<file path="src/rtl/mem_arb_pkg.sv">
// mem_arb_pkg: shared FSM encoding, requester ids and grant helper for mem_port_arbiter
// Exports: state_t (IDLE, OWN), REQ_HOST, REQ_FABRIC, onehot() requester-to-grant conversion.
package mem_arb_pkg;
    typedef enum logic {IDLE, OWN} state_t;
    localparam logic REQ_HOST = 1'b0;
    localparam logic REQ_FABRIC = 1'b1;
    function automatic logic [1:0] onehot(input logic r);
        return (r == REQ_FABRIC) ? 2'b10 : 2'b01;
    endfunction
endpackage

</file>
<file path="src/rtl/mem_port_arbiter_if.sv">
// mem_port_arbiter_if: requester-side and memory-side bus of the memory port arbiter
// Requester side: req, lock, wr, spram, sel, addr, wdata (r0 in low slices); gnt, rvalid, rdata back.
// Memory side: mem_out in; mem_select, mem_addr, sp_addr, write_data, rd_en, wr_en, bram_or_spram out.
// timeout exists only when MEM_ARB_TIMEOUT_EN is defined.
// slave = arbiter view, master = requesters plus memory view.
interface mem_port_arbiter_if #(
    parameter int MEM_SELECT_BITS = 4,
    parameter int ADDR_W = 14,
    parameter int DATA_W = 16
);
    logic [1:0] req, lock, wr, spram, gnt, rvalid;
    logic [2*MEM_SELECT_BITS-1:0] sel;
    logic [2*ADDR_W-1:0] addr;
    logic [2*DATA_W-1:0] wdata;
    logic [DATA_W-1:0] rdata, mem_out, write_data;
    logic [MEM_SELECT_BITS-1:0] mem_select;
    logic [7:0] mem_addr;
    logic [13:0] sp_addr;
    logic rd_en, wr_en, bram_or_spram;
`ifdef MEM_ARB_TIMEOUT_EN
    logic [1:0] timeout;
`endif
    modport slave (
        input req, lock, wr, spram, sel, addr, wdata, mem_out,
        output gnt, rvalid, rdata, mem_select, mem_addr, sp_addr, write_data, rd_en, wr_en, bram_or_spram
`ifdef MEM_ARB_TIMEOUT_EN
        , output timeout
`endif
    );
    modport master (
        output req, lock, wr, spram, sel, addr, wdata, mem_out,
        input gnt, rvalid, rdata, mem_select, mem_addr, sp_addr, write_data, rd_en, wr_en, bram_or_spram
`ifdef MEM_ARB_TIMEOUT_EN
        , input timeout
`endif
    );
endinterface

</file>
<file path="src/rtl/mem_port_arbiter_rd_tag_pipe.sv">
// rd_tag_pipe: RD_LAT-deep shift register carrying {valid, owner} for each issued read
// Ports: clk, reset (sync, active-high, flushes), push_valid/push_tag in, out_valid/out_tag after RD_LAT cycles.
module rd_tag_pipe #(
    parameter int RD_LAT = 1
) (
    input  logic clk,
    input  logic reset,
    input  logic push_valid,
    input  logic push_tag,
    output logic out_valid,
    output logic out_tag
);
    logic [RD_LAT-1:0] v, t;
    always_ff @(posedge clk) begin
        if (reset) begin
            v <= '0;
            t <= '0;
        end else begin
            v[0] <= push_valid;
            t[0] <= push_tag;
            for (int i = 1; i < RD_LAT; i++) begin
                v[i] <= v[i-1];
                t[i] <= t[i-1];
            end
        end
    end
    assign out_valid = v[RD_LAT-1];
    assign out_tag = t[RD_LAT-1];
endmodule

</file>
<file path="src/rtl/mem_port_arbiter.sv">
// mem_port_arbiter: round-robin share of one BRAM/SPRAM port between host (r0) and fabric (r1) with burst lock
// Ports: clk, reset (sync, active-high), bus (mem_port_arbiter_if.slave: requester and memory signals).
// Optional MEM_ARB_TIMEOUT_EN adds TIMEOUT_CYCLES and bus.timeout: breaks a lock held with no traffic.
module mem_port_arbiter
    import mem_arb_pkg::*;
#(
    parameter int MEM_SELECT_BITS = 4,
    parameter int ADDR_W = 14,
    parameter int DATA_W = 16,
    parameter int RD_LAT = 1
`ifdef MEM_ARB_TIMEOUT_EN
    , parameter int TIMEOUT_CYCLES = 1023
`endif
) (
    input logic clk,
    input logic reset,
    mem_port_arbiter_if.slave bus
);
    state_t state, state_n;
    logic owner, owner_n, ptr, ptr_n, other, issue, rel, expire, pv, pt;
    logic [ADDR_W-1:0] a;
    assign other = ~owner;
    assign a = owner ? bus.addr[2*ADDR_W-1:ADDR_W] : bus.addr[ADDR_W-1:0];
    // Outputs are held at zero while reset is asserted so an in-flight read never reports.
    assign issue = !reset && state == OWN && bus.req[owner];
`ifdef MEM_ARB_TIMEOUT_EN
    localparam int CW = $clog2(TIMEOUT_CYCLES + 1);
    logic [CW-1:0] cnt;
    // Fires on the TIMEOUT_CYCLES-th consecutive owned cycle without a request.
    assign expire = state == OWN && !bus.req[owner] && cnt == CW'(TIMEOUT_CYCLES - 1);
    always_ff @(posedge clk) begin
        if (reset || state != OWN || bus.req[owner] || expire)
            cnt <= '0;
        else
            cnt <= cnt + 1'b1;
    end
    assign bus.timeout = (expire && !reset) ? onehot(owner) : 2'b00;
`else
    assign expire = 1'b0;
`endif
    // A single-beat owner yields to a waiting peer after every access.
    assign rel = state == OWN && (expire || (!bus.lock[owner] && (!bus.req[owner] || bus.req[other])));
    always_ff @(posedge clk) begin
        if (reset) begin
            state <= IDLE;
            owner <= REQ_HOST;
            ptr <= REQ_HOST;
        end else begin
            state <= state_n;
            owner <= owner_n;
            ptr <= ptr_n;
        end
    end
    always_comb begin
        state_n = state;
        owner_n = owner;
        ptr_n = ptr;
        if (state == IDLE && |bus.req) begin
            state_n = OWN;
            owner_n = &bus.req ? ptr : bus.req[REQ_FABRIC];
        end else if (rel) begin
            state_n = IDLE;
            ptr_n = other;
        end
    end
    assign bus.gnt = (state == OWN && !reset) ? onehot(owner) : 2'b00;
    assign bus.rd_en = issue && !bus.wr[owner];
    assign bus.wr_en = issue && bus.wr[owner];
    assign bus.bram_or_spram = issue && bus.spram[owner];
    assign bus.mem_addr = issue ? a[7:0] : '0;
    assign bus.sp_addr = issue ? a[13:0] : '0;
    assign bus.mem_select = !issue ? '0 : owner ? bus.sel[2*MEM_SELECT_BITS-1:MEM_SELECT_BITS] : bus.sel[MEM_SELECT_BITS-1:0];
    assign bus.write_data = !issue ? '0 : owner ? bus.wdata[2*DATA_W-1:DATA_W] : bus.wdata[DATA_W-1:0];
    // Tags travel with the read so responses follow the issuer even after the grant moves on.
    rd_tag_pipe #(.RD_LAT(RD_LAT)) u_pipe (
        .clk(clk),
        .reset(reset),
        .push_valid(bus.rd_en),
        .push_tag(owner),
        .out_valid(pv),
        .out_tag(pt)
    );
    assign bus.rvalid = (pv && !reset) ? onehot(pt) : 2'b00;
    assign bus.rdata = (pv && !reset) ? bus.mem_out : '0;
endmodule

</file>
<file path="src/flat_wrapper.sv">
// flat-port wrapper written by rule: the top's interface ports become plain ports
module mem_port_arbiter_flat import mem_arb_pkg::*;
#(
    parameter int MEM_SELECT_BITS = 4,
    parameter int ADDR_W = 14,
    parameter int DATA_W = 16,
    parameter int RD_LAT = 1

)
  (clk, reset, bus_req, bus_lock, bus_wr, bus_spram, bus_sel, bus_addr, bus_wdata, bus_mem_out, bus_gnt, bus_rvalid, bus_rdata, bus_mem_select, bus_mem_addr, bus_sp_addr, bus_write_data, bus_rd_en, bus_wr_en, bus_bram_or_spram);
  mem_port_arbiter_if #(.MEM_SELECT_BITS(MEM_SELECT_BITS), .ADDR_W(ADDR_W), .DATA_W(DATA_W)) bus_i ();
  input logic clk;
  input logic reset;
  input wire logic [$bits(bus_i.req)-1:0] bus_req;
  input wire logic [$bits(bus_i.lock)-1:0] bus_lock;
  input wire logic [$bits(bus_i.wr)-1:0] bus_wr;
  input wire logic [$bits(bus_i.spram)-1:0] bus_spram;
  input wire logic [$bits(bus_i.sel)-1:0] bus_sel;
  input wire logic [$bits(bus_i.addr)-1:0] bus_addr;
  input wire logic [$bits(bus_i.wdata)-1:0] bus_wdata;
  input wire logic [$bits(bus_i.mem_out)-1:0] bus_mem_out;
  output wire logic [$bits(bus_i.gnt)-1:0] bus_gnt;
  output wire logic [$bits(bus_i.rvalid)-1:0] bus_rvalid;
  output wire logic [$bits(bus_i.rdata)-1:0] bus_rdata;
  output wire logic [$bits(bus_i.mem_select)-1:0] bus_mem_select;
  output wire logic [$bits(bus_i.mem_addr)-1:0] bus_mem_addr;
  output wire logic [$bits(bus_i.sp_addr)-1:0] bus_sp_addr;
  output wire logic [$bits(bus_i.write_data)-1:0] bus_write_data;
  output wire logic [$bits(bus_i.rd_en)-1:0] bus_rd_en;
  output wire logic [$bits(bus_i.wr_en)-1:0] bus_wr_en;
  output wire logic [$bits(bus_i.bram_or_spram)-1:0] bus_bram_or_spram;
  assign bus_i.req = bus_req;
  assign bus_i.lock = bus_lock;
  assign bus_i.wr = bus_wr;
  assign bus_i.spram = bus_spram;
  assign bus_i.sel = bus_sel;
  assign bus_i.addr = bus_addr;
  assign bus_i.wdata = bus_wdata;
  assign bus_i.mem_out = bus_mem_out;
  assign bus_gnt = bus_i.gnt;
  assign bus_rvalid = bus_i.rvalid;
  assign bus_rdata = bus_i.rdata;
  assign bus_mem_select = bus_i.mem_select;
  assign bus_mem_addr = bus_i.mem_addr;
  assign bus_sp_addr = bus_i.sp_addr;
  assign bus_write_data = bus_i.write_data;
  assign bus_rd_en = bus_i.rd_en;
  assign bus_wr_en = bus_i.wr_en;
  assign bus_bram_or_spram = bus_i.bram_or_spram;
  mem_port_arbiter #(.MEM_SELECT_BITS(MEM_SELECT_BITS), .ADDR_W(ADDR_W), .DATA_W(DATA_W), .RD_LAT(RD_LAT)) u_core (.clk(clk), .reset(reset), .bus(bus_i));
endmodule
</file>
<file path="config.mk">
export PLATFORM = sky130hd
export DESIGN_NAME = mem_port_arbiter_flat
export DESIGN_NICKNAME = d
export VERILOG_FILES = /design/src/rtl/mem_arb_pkg.sv /design/src/rtl/mem_port_arbiter_if.sv /design/src/rtl/mem_port_arbiter_rd_tag_pipe.sv /design/src/rtl/mem_port_arbiter.sv /design/src/flat_wrapper.sv
export SDC_FILE = /design/constraint.sdc
export NUM_CORES = 1
export LEC_CHECK = 0
export ABC_AREA = 1
export CAP_MARGIN = 5
export CORE_AREA = 2 2 103 55
export CTS_CLUSTER_SIZE = 16
export DETAILED_ROUTE_END_ITERATION = 10
export DIE_AREA = 0 0 105 57
export PLACE_DENSITY = 0.8
export SYNTH_ARGS = -nofsm -noshare
export SYNTH_HDL_FRONTEND = slang
export SYNTH_SLANG_ARGS = --single-unit
</file>
<file path="constraint.sdc">
create_clock -name clk -period 1.6 [get_ports clk]
set_input_delay 0.4 -clock clk [delete_from_list [all_inputs] [get_ports clk]]
set_output_delay 0.4 -clock clk [all_outputs]
set_load 0.02 [all_outputs]
</file>
==> impl_metrics.py, run 1 <==
metrics = {
    "run_status": {
        "run_status": "finished with violations",
        "violated_checks": "setup timing",
    },
    "drt": {
        "route.vias.total": 1746,
        "drc": 0,
        "postRouteWirelength_um": 5550,
        "vias_per_cell": 4.24,
        "detailedRoute.firstPassIterationCount": 4,
        "detailedRoute.firstIterationViolations": 50,
        "final_antenna_net_count": 0,
        "wl_per_cell_um": 13.5,
    },
    "cells_and_area": {
        "nets": 434,
        "antenna_cells": 0,
        "finish.cell_count_without_fillers": 412,
        "area.growth.synth_to_final_pct": 215,
        "final_core_util_pct": 63.8,
        "layout-drive-gt1-share_pct": 46.3,
    },
    "power": {
        "share_of_total_power_in_the_clock_network_pct": 20.8,
        "p_switching_uw": 401,
        "p_seq_share_pct": 12.6,
        "netSwitchingFraction_pct": 34.8,
        "cellPowerDensity_nw_per_um2": 348,
        "worst_ir_drop_vdd_mv": 0.245,
        "power.leakage_uw": 0.00140,
        "power_frac_comb_pct": 66.6,
        "p_int_uw": 751,
        "total_power_uw": 1150,
    },
    "timing": {
        "slew_headroom_pct": 77.3,
        "skew_ns": 0.000215,
        "hold_violations": 0,
        "worst-slew-pin-transition_ns": 0.332,
        "holdWs_ns": 0.506,
        "rsz0062_at_grt": "true",
        "max_freq_mhz": 530,
        "setup_total_neg_slack_ns": -9.13,
        "layout_worst_path_cycle_share_pct": 118,
        "final-setup-viol-count": 46,
        "finalCriticalPeriod_ns": 1.89,
        "postLayoutSetupSlackWorst_ns": -0.287,
        "slew_viol_final": 0,
    },
    "synth": {
        "cell_taking_the_most_area_after_synthesis": "mux2i_1",
        "syn_area_per_cell_sq_um": 6.36,
        "netlist_area_sq_um": 1050,
        "share_of_the_synthesized_area_in_the_top_cell_type_pct": 33.4,
        "synth_cell_types": 18,
        "total_number_of_yosys_warnings": 0,
        "yosysSeqAreaShare_pct": 9.54,
        "synthTopCellsByArea": "mux2i_1 (33%), nor2_1 (18%), dfxtp_1 (9.5%)",
        "postSynthCellCount": 165,
        "synthesis.nets": 259,
        "postSynthRegisterBits": 5,
    },
    "clocking": {
        "clock_sink_count": 5,
        "clkTransAtPathRegs_ns": 0.04,
        "clk_latency_ns": 0.22,
        "tritoncts.num_buffers": 3,
        "h-tree-depth": 1,
        "clockBufferDepth": 2,
        "cts_tree": "done",
        "clock-root-buffer": "clkbuf_8",
    },
    "hold_path": {
        "worst_hold_path.num_cells": 3,
        "worstHoldEndpoint": "u_core.u_pipe.out_tag$_SDFF_PP0_",
        "type_of_the_tightest_min_delay_check": "in -> reg",
        "hold_path_startpoint": "reset",
    },
    "run": {
        "drv_cap": 0,
    },
    "critical_path": {
        "worstPathRequired_ns": 1.20,
        "critical_path.endpoint_type": "primary output",
        "cp_data_arrival_time_ns": 1.49,
        "cp_max_fo": 7,
        "ff2ff_path_depth": 6,
        "startpoint_type": "register",
        "timing.reg2reg.setup_slack_ns": 0.45,
        "timing.rr.end": "u_core.u_pipe.out_valid$_SDFF_PP0_",
        "worst-setup-path-type": "reg -> out",
        "timing.rr.start": "u_core.state$_SDFFE_PP0P_",
    },
    "die": {
        "die-area_sq_um": 5990,
        "start_util_pct": 20.3,
        "die_w_um": 105,
        "design.portCount": 159,
        "die_height_um": 57,
        "rows": 19,
        "placeable_core_region_sq_um": 5180,
    },
    "placed_design": {
        "dp_hpwl_um": 3900,
        "place_inst": 391,
        "gp_congestion": 0.733,
        "count_of_buffers_inserted_at_the_top_level_ports": 158,
    },
    "global_routing": {
        "grt_antenna_before_repair": 0,
        "grt_pass1_wl_um": 8740,
        "grt_use_total_pct": 18.0,
        "number_of_global_route_vias_before_repair": 1785,
        "grt_remaining_overflow": 0,
        "grt_max_degree": 26,
    },
}
==> synth_stat cells <==
cell type and count:
nand3_1 1, nand2_1 10, nor2_2 12, a22oi_2 1, inv_2 2, o21bai_1 1, o21ai_0 3, and3_1 1
nand2_2 1, buf_2 2, dfxtp_1 5, nor2_1 51, o211ai_1 1, inv_1 23, buf_4 11, mux2i_1 35
clkbuf_1 1, buf_6 4
==> area by class of cell <==
type / count / area [sq um]
Inverter: 25 / 110
Clock buffer: 4 / 45.0
Sequential cell: 5 / 108
Tap cell: 73 / 91.3
Timing Repair Buffer: 188 / 1940
Fill cell: 458 / 1880
Multi-Input combinational cell: 117 / 1010
==> layout by cell type (no fill, tap or decap), drive strengths merged <==
master | synthesis | routed
a22oi | 1 | 1
and3 | 1 | 1
buf | 17 | 95
clkbuf | 1 | 4
clkdlybuf4s15 | 0 | 2
clkdlybuf4s50 | 0 | 90
dfxtp | 5 | 5
dlygate4sd2 | 0 | 1
inv | 25 | 25
mux2i | 35 | 35
nand2 | 11 | 11
nand3 | 1 | 1
nor2 | 63 | 63
o211ai | 1 | 1
o21ai | 3 | 3
o21bai | 1 | 1
==> worst max-delay path, stage by stage, from the launching register on <==
cell and delay [ns]:
dfxtp_4 0.35, nand2_8 0.07, nor2_4 0.04, a22oi_2 0.20, buf_6 0.18, buf_12 0.15, buf_6 0.11, nor2_4 0.03
buf_6 0.13
==> kinds of logic (layout without fill, tap and decap cells) <==
kind of cell           after synthesis  count (layout)  share of synthesized area [%]
muxes                               35              35                           33.4
buffers and inverters               43             217                           22.4
AOI/OAI and AO/OA                    6               6                           4.05
and+or+nand+nor                     76              76                           30.6
DFF                                  5               5                           9.54
==> metrics by stage <==
step / area [sq um] / setup WS (ns)
6_report: 3310 / -0.287
5_1_grt: 3310 / -0.354
4_1_cts: 3340 / -0.357
3_5_place_dp: 2860 / -1.13
3_3_place_gp: 2860 / -1.10
2_1_floorplan: 1200 / -0.191
==> repair_timing <==
action,CTS,global route
gates cloned,4,0
gates resized for setup,421,20
endpoints found under the setup margin,66,65
setup buffers,17,2
hold endpoints to repair,0,0
pin swaps,5,7
hold buffers,0,0
==> power groups by stage <==
stage / combinational (uW) / sequential (uW) / clock [uW]
after floorplan: 305 / 142 / 0
after detailed placement: 663 / 147 / 0
after global routing: 817 / 146 / 257
after global placement: 652 / 147 / 0
after CTS: 781 / 146 / 245
final: 767 / 145 / 239
==> worst max path at each step <==
stage	startpoint	to	slack (ns)	cells after the start
after floorplan	reset	bus_sp_addr[0]	-0.19	8
after CTS	reset	bus_sp_addr[5]	-0.36	11
after global routing	u_core.state$_SDFFE_PP0P_	bus_sp_addr[11]	-0.35	8
after global placement	reset	bus_write_data[0]	-1.10	9
after detailed placement	reset	bus_sp_addr[13]	-1.13	9
final	u_core.state$_SDFFE_PP0P_	bus_sp_addr[11]	-0.29	8
==> flip-flops by register name, summed over array words and instances (netlist names) <==
| signal | count |
|---|---|
| u_core.ptr | 1 |
| u_core.owner | 1 |
| u_core.u_pipe.out_valid | 1 |
| u_core.u_pipe.out_tag | 1 |
| u_core.state | 1 |
==> per-layer routing <==
layer / vias to the layer above / GRT usage, % / routed length (um)
li1: 852 / - / -
met1: 815 / 22.4 / 2340
met2: 75 / 32.3 / 2780
met3: 4 / 4.46 / 378
met4: 0 / 3.62 / 48
met5: - / 0 / 0
No activity file was read; power rests on OpenSTA's default activity.
==> run 2: changes to the inputs <==
Settings changed: CORE_AREA 2 2 103 55 to 2 2 99 53, DIE_AREA 0 0 105 57 to 0 0 101 55, PLACE_DENSITY 0.8 to 0.82.
Clock period 1.6 ns to 2 ns, I/O delays scaled along.
==> run 2 against run 1 <==
The run now ends clean. Cell area shrank 10%. Cell count down 5.1%. Clock power fell by 20%. Global-route usage shrank 2.2 points. Count of clock-buffer cells in the layout unchanged. Setup slack better by 0.30 ns. Critical path type is now in -> out. Sequential share of layout area increased by 0.28 points. Die area shrank 7.2%. Register-to-register slack improved by 0.37 ns. Wire length fell by 12%.
==> impl_metrics.py, run 2 (synthesis results as in run 1) <==
metrics = {
    "run": {
        "drv_cap": 0,
    },
    "power": {
        "p_switching_uw": 284,
        "power_frac_comb_pct": 64.4,
        "cellPowerDensity_nw_per_um2": 291,
        "p_seq_share_pct": 13.4,
        "worst_ir_drop_vdd_mv": 0.169,
        "share_of_total_power_in_the_clock_network_pct": 22.3,
        "netSwitchingFraction_pct": 32.8,
        "power.leakage_uw": 0.00140,
        "p_int_uw": 581,
    },
    "die": {
        "die_height_um": 55,
        "start_util_pct": 22.2,
        "placeable_core_region_sq_um": 4730,
        "rows": 18,
        "design.portCount": 159,
        "die-area_sq_um": 5560,
        "die_w_um": 101,
    },
    "critical_path": {
        "critical_path.endpoint_type": "primary output",
        "critPathMostFrequentCell": "nor2_4",
        "critical-path-max-stage-delay_ns": 0.26,
        "cp_max_fo": 5,
        "worst_path_dominant_cell_family": "buffers and inverters",
        "worstPathRequired_ns": 1.50,
        "worst-setup-path-type": "in -> out",
        "cp_num_buf_inv": 5,
        "crit_chain": "buf_8 > inv_8 > nand2_8 > nor2_4 > a22oi_2 > buf_6 > buf_12 > nor2_4 > buf_4",
        "cp_data_arrival_time_ns": 1.49,
        "critical_path.slowest_cell": "a22oi_2",
        "startpoint_type": "input port",
    },
    "cells_and_area": {
        "final_cell_mix": "clkdlybuf4s50_1 (91), nor2_1 (40), mux2i_1 (35), buf_4 (27), buf_6 (26)",
        "antenna_cells": 0,
        "nets": 426,
        "mostFrequentLayoutCell": "clkdlybuf4s50_1",
        "area.growth.synth_to_final_pct": 183,
        "layout-drive-gt1-share_pct": 31.1,
        "final_core_util_pct": 62.8,
    },
    "drt": {
        "postRouteWirelength_um": 4890,
        "route.vias.total": 1641,
        "drc": 0,
        "wl_per_cell_um": 12.5,
        "detailedRoute.firstIterationViolations": 28,
        "detailedRoute.firstPassIterationCount": 4,
        "final_antenna_net_count": 0,
        "vias_per_cell": 4.20,
    },
    "timing": {
        "hold_violations": 0,
        "finalCriticalPeriod_ns": 1.99,
        "layout_worst_path_cycle_share_pct": 99.6,
        "max_freq_mhz": 502,
        "slew_viol_final": 0,
        "skew_ns": 0.00166,
        "final-setup-viol-count": 0,
        "setup_total_neg_slack_ns": 0,
        "holdWs_ns": 0.535,
        "rsz0062_at_grt": "true",
        "slew_headroom_pct": 82.0,
        "worst-slew-pin-transition_ns": 0.263,
    },
    "clocking": {
        "clock-root-buffer": "clkbuf_8",
        "cts_tree": "done",
        "clk_latency_ns": 0.22,
        "tritoncts.num_buffers": 3,
        "clkTransAtPathRegs_ns": 0.04,
        "clock_sink_count": 5,
        "h-tree-depth": 1,
        "clockBufferDepth": 2,
    },
    "global_routing": {
        "number_of_global_route_vias_before_repair": 1476,
        "grt_antenna_before_repair": 0,
        "grt_max_degree": 20,
        "grt_use_total_pct": 15.8,
        "grt_pass1_wl_um": 6940,
        "grt_remaining_overflow": 0,
    },
    "placed_design": {
        "dp_hpwl_um": 3870,
        "count_of_buffers_inserted_at_the_top_level_ports": 158,
        "gp_congestion": 0.793,
    },
    "run_status": {
        "run_status": "finished, final reports clean",
    },
    "hold_path": {
        "type_of_the_tightest_min_delay_check": "reg -> reg",
    },
}
==> run 2: changes by cell type in the layout (fill, tap and decap cells not counted), moves of 7 or more <==
cell,change
buf_6,-28
nor2_1,+28
nor2_4,-20
dlygate4sd2_1,+15
nor2_2,-8
buf_2,+7
buf_4,-7
==> run 2: worst paths after layout <==
check / start / end / slack, ns / depth (start not counted)
min reg2reg: u_core.ptr$_SDFFE_PP0P_ / u_core.ptr$_SDFFE_PP0P_ / 0.53 / 4
min: u_core.ptr$_SDFFE_PP0P_ / u_core.ptr$_SDFFE_PP0P_ / 0.53 / 4
max reg2reg: u_core.state$_SDFFE_PP0P_ / u_core.u_pipe.out_valid$_SDFF_PP0_ / 0.82 / 6
max: reset / bus_sp_addr[1] / 0.008 / 9
==> run 2: worst min-delay path: stages, from the launching register on <==
cell and delay (ns):
dfxtp_1 0.31, inv_1 0.05, nand2_1 0.05, nand2_1 0.05
nor2_1 0.03
==> run 2: layer usage <==
| metal | track usage (%) | vias up | share of wire (%) |
|---|---|---|---|
| met2 | 27.8 | 75 | 49 |
| met3 | 3.14 | 2 | 8.6 |
| met4 | 3.38 | 0 | 0.53 |
| met5 | 0 | - | 0 |
| met1 | 20.7 | 728 | 42 |
| li1 | - | 836 | - |
==> run 2: final cells by class <==
cell class                      instances  area (sq um)
Timing Repair Buffer                  180          1820
Clock buffer                            4          45.0
Multi-Input combinational cell        117           825
Sequential cell                         5           105
Tap cell                               60          75.1
Fill cell                             424          1760
Inverter                               25           101
==> run 2: power by group through the flow <==
stage | logic [uW] | clock network [uW] | registers, uW
global route | 597 | 208 | 117
global placement | 508 | 0 | 116
detailed placement | 514 | 0 | 116
finish | 557 | 192 | 116
floorplan | 232 | 0 | 112
CTS | 523 | 198 | 116
==> run 2: timing repair <==
action / 4_1_cts / 5_1_grt
gates resized for setup: 236 / 63
endpoints found under the setup margin: 65 / 47
gates cloned: 3 / 1
hold buffers: 0 / 0
pin swaps: 2 / 2
setup buffers: 3 / 0
==> run 2: metrics by stage <==
stage | setup slack, ns | instance area (sq um) | total power, uW | cells
6_report | 0.00803 | 2970 | 865 | 391
5_1_grt | -0.0471 | 2970 | 922 | 391
4_1_cts | 0.00121 | 2770 | 837 | 390
3_5_place_dp | -0.914 | 2800 | 630 | 380
3_3_place_gp | -0.866 | 2800 | 624 | 380
2_1_floorplan | 0.00196 | 1140 | 345 | 165
==> run 3: changes to the inputs <==
Settings changed: CORE_AREA 2 2 99 53 to 2 2 82 64, CTS_CLUSTER_SIZE 16 to 25, DIE_AREA 0 0 101 55 to 0 0 84 66.
==> run 3 against run 2 <==
Non-clock buffer count decreased by 2. Die area down 0.20%. First-iteration DRC count rose by 32%. Sequential share of layout area is 0.25 points lower. Clock skew shrank 0.0013 ns. Worst hold slack worse by 0.053 ns. Cell count down 0.51%. Fmax up 0.21%. Cell area up 5.2%. Via count decreased by 2.4%. Largest cell class unchanged.
==> impl_metrics.py, run 3 (synthesis results as in run 1) <==
metrics = {
    "clocking": {
        "cts_tree": "done",
        "clockBufferDepth": 2,
        "tritoncts.num_buffers": 3,
        "clkTransAtPathRegs_ns": 0.04,
        "clk_latency_ns": 0.22,
        "h-tree-depth": 1,
        "clock-root-buffer": "clkbuf_8",
        "clock_sink_count": 5,
    },
    "critical_path": {
        "worst-setup-path-type": "reg -> out",
        "critPathMostFrequentCell": "buf_12",
        "worstPathRequired_ns": 1.50,
        "crit_chain": "buf_12 > buf_12 > mux2i_1 > nor2_4 > buf_6",
        "critical-path-max-stage-delay_ns": 0.40,
        "critical_path.slowest_cell": "dfxtp_2",
        "critical_path.endpoint_type": "primary output",
        "cp_data_arrival_time_ns": 1.49,
        "cp_max_fo": 19,
        "startpoint_type": "register",
    },
    "drt": {
        "detailedRoute.firstIterationViolations": 37,
        "detailedRoute.firstPassIterationCount": 4,
        "vias_per_cell": 4.12,
        "wl_per_cell_um": 12.5,
        "postRouteWirelength_um": 4870,
        "route.vias.total": 1602,
        "drc": 0,
        "final_antenna_net_count": 0,
    },
    "timing": {
        "setup_total_neg_slack_ns": 0,
        "final-setup-viol-count": 0,
        "hold_violations": 0,
        "skew_ns": 0.000318,
        "rsz0062_at_grt": "true",
        "worst-slew-pin-transition_ns": 0.296,
        "finalCriticalPeriod_ns": 1.99,
        "slew_headroom_pct": 79.7,
        "max_freq_mhz": 503,
        "slew_viol_final": 0,
        "layout_worst_path_cycle_share_pct": 99.4,
    },
    "cells_and_area": {
        "antenna_cells": 0,
        "layout-drive-gt1-share_pct": 35.6,
        "area.sequential_sq_um": 103,
        "mostFrequentLayoutCell": "clkdlybuf4s50_1",
        "num-fill-cells": 410,
        "area.growth.synth_to_final_pct": 198,
        "multi_input_comb_area_sq_um": 887,
        "final_cell_mix": "clkdlybuf4s50_1 (91), buf_6 (47), mux2i_1 (32), nor2_1 (24)",
        "nets": 424,
    },
    "global_routing": {
        "grt_antenna_before_repair": 0,
        "grt_remaining_overflow": 0,
        "number_of_global_route_vias_before_repair": 1513,
        "grt_use_total_pct": 15.0,
        "grt_pass1_wl_um": 6840,
        "grt_max_degree": 20,
    },
    "placed_design": {
        "dp_hpwl_um": 3870,
        "count_of_buffers_inserted_at_the_top_level_ports": 158,
        "gp_congestion": 0.855,
    },
    "power": {
        "power.leakage_uw": 0.00141,
        "total_power_uw": 888,
        "worst_ir_drop_vdd_mv": 0.417,
        "cellPowerDensity_nw_per_um2": 284,
    },
    "die": {
        "placeable_core_region_sq_um": 4760,
        "design.portCount": 159,
        "start_util_pct": 22.0,
        "die_height_um": 66,
        "die_w_um": 84,
        "die-area_sq_um": 5540,
        "rows": 22,
    },
    "hold_path": {
        "type_of_the_tightest_min_delay_check": "in -> reg",
    },
    "run": {
        "drv_cap": 0,
    },
    "run_status": {
        "run_status": "finished, final reports clean",
    },
}
-- run 3: cell types whose count changed in the layout (fill, tap and decap cells not counted), sizes merged --
cell,previous run,this run
clkbuf,6,7
dlygate4sd2,16,18
buf,68,63
-- run 3: through the flow --
stage                     instance area [sq um]  util [%]  cells  hold WS [ns]  setup WS, ns
after CTS                                  2670      56.0    386         0.521       0.00223
after detailed placement                   2800      58.8    379         0.513        -0.904
after floorplan                            1140         -    165         0.489       0.00196
after global placement                     2800      58.8    379         0.503        -0.864
final                                      3120      65.6    389         0.482        0.0122
after global routing                       3120      65.6    389         0.492       -0.0603
-- run 3: critical path: cells and delay by family, from the launching register on --
kind,cells,cell delay [ns]
buf+inv,3,0.48
mux,1,0.31
flops,1,0.40
simple gates,1,0.07
-- run 3: final cells by class --
cell class | count | share of cell area (%)
clock buffer | 4 | 1.44
multi-input combinational | 117 | 28.4
timing repair buffer | 178 | 61.2
inverter | 25 | 3.24
tap | 60 | 2.40
sequential | 5 | 3.28
-- run 3: what timing repair did --
item	CTS	global route
setup endpoints to repair	65	54
setup buffers	2	0
pin swaps	2	3
gates cloned	1	3
hold buffers	0	0
resized for setup	219	120
-- run 3: routing by layer --
metal | vias to the layer above | routed length [um] | GRT usage, %
met1 | 702 | 1900 | 17.2
met5 | - | 0 | 0
met2 | 70 | 2620 | 29.3
met3 | 2 | 324 | 3.37
li1 | 828 | - | -
met4 | 0 | 19 | 2.22
-- run 3: final timing paths --
kind | startpoint | end | slack [ns] | cells past startpoint
max | u_core.owner$_SDFFE_PP0P_ | bus_write_data[15] | 0.01 | 5
min | reset | u_core.u_pipe.out_tag$_SDFF_PP0_ | 0.48 | 2
max reg2reg | u_core.state$_SDFFE_PP0P_ | u_core.u_pipe.out_valid$_SDFF_PP0_ | 0.85 | 6
min reg2reg | u_core.ptr$_SDFFE_PP0P_ | u_core.ptr$_SDFFE_PP0P_ | 0.52 | 4
-- run 3: report_power, final --
group / internal, uW / switching, uW
combinational: 353 / 236
clock: 137 / 47.3
sequential: 108 / 8.04
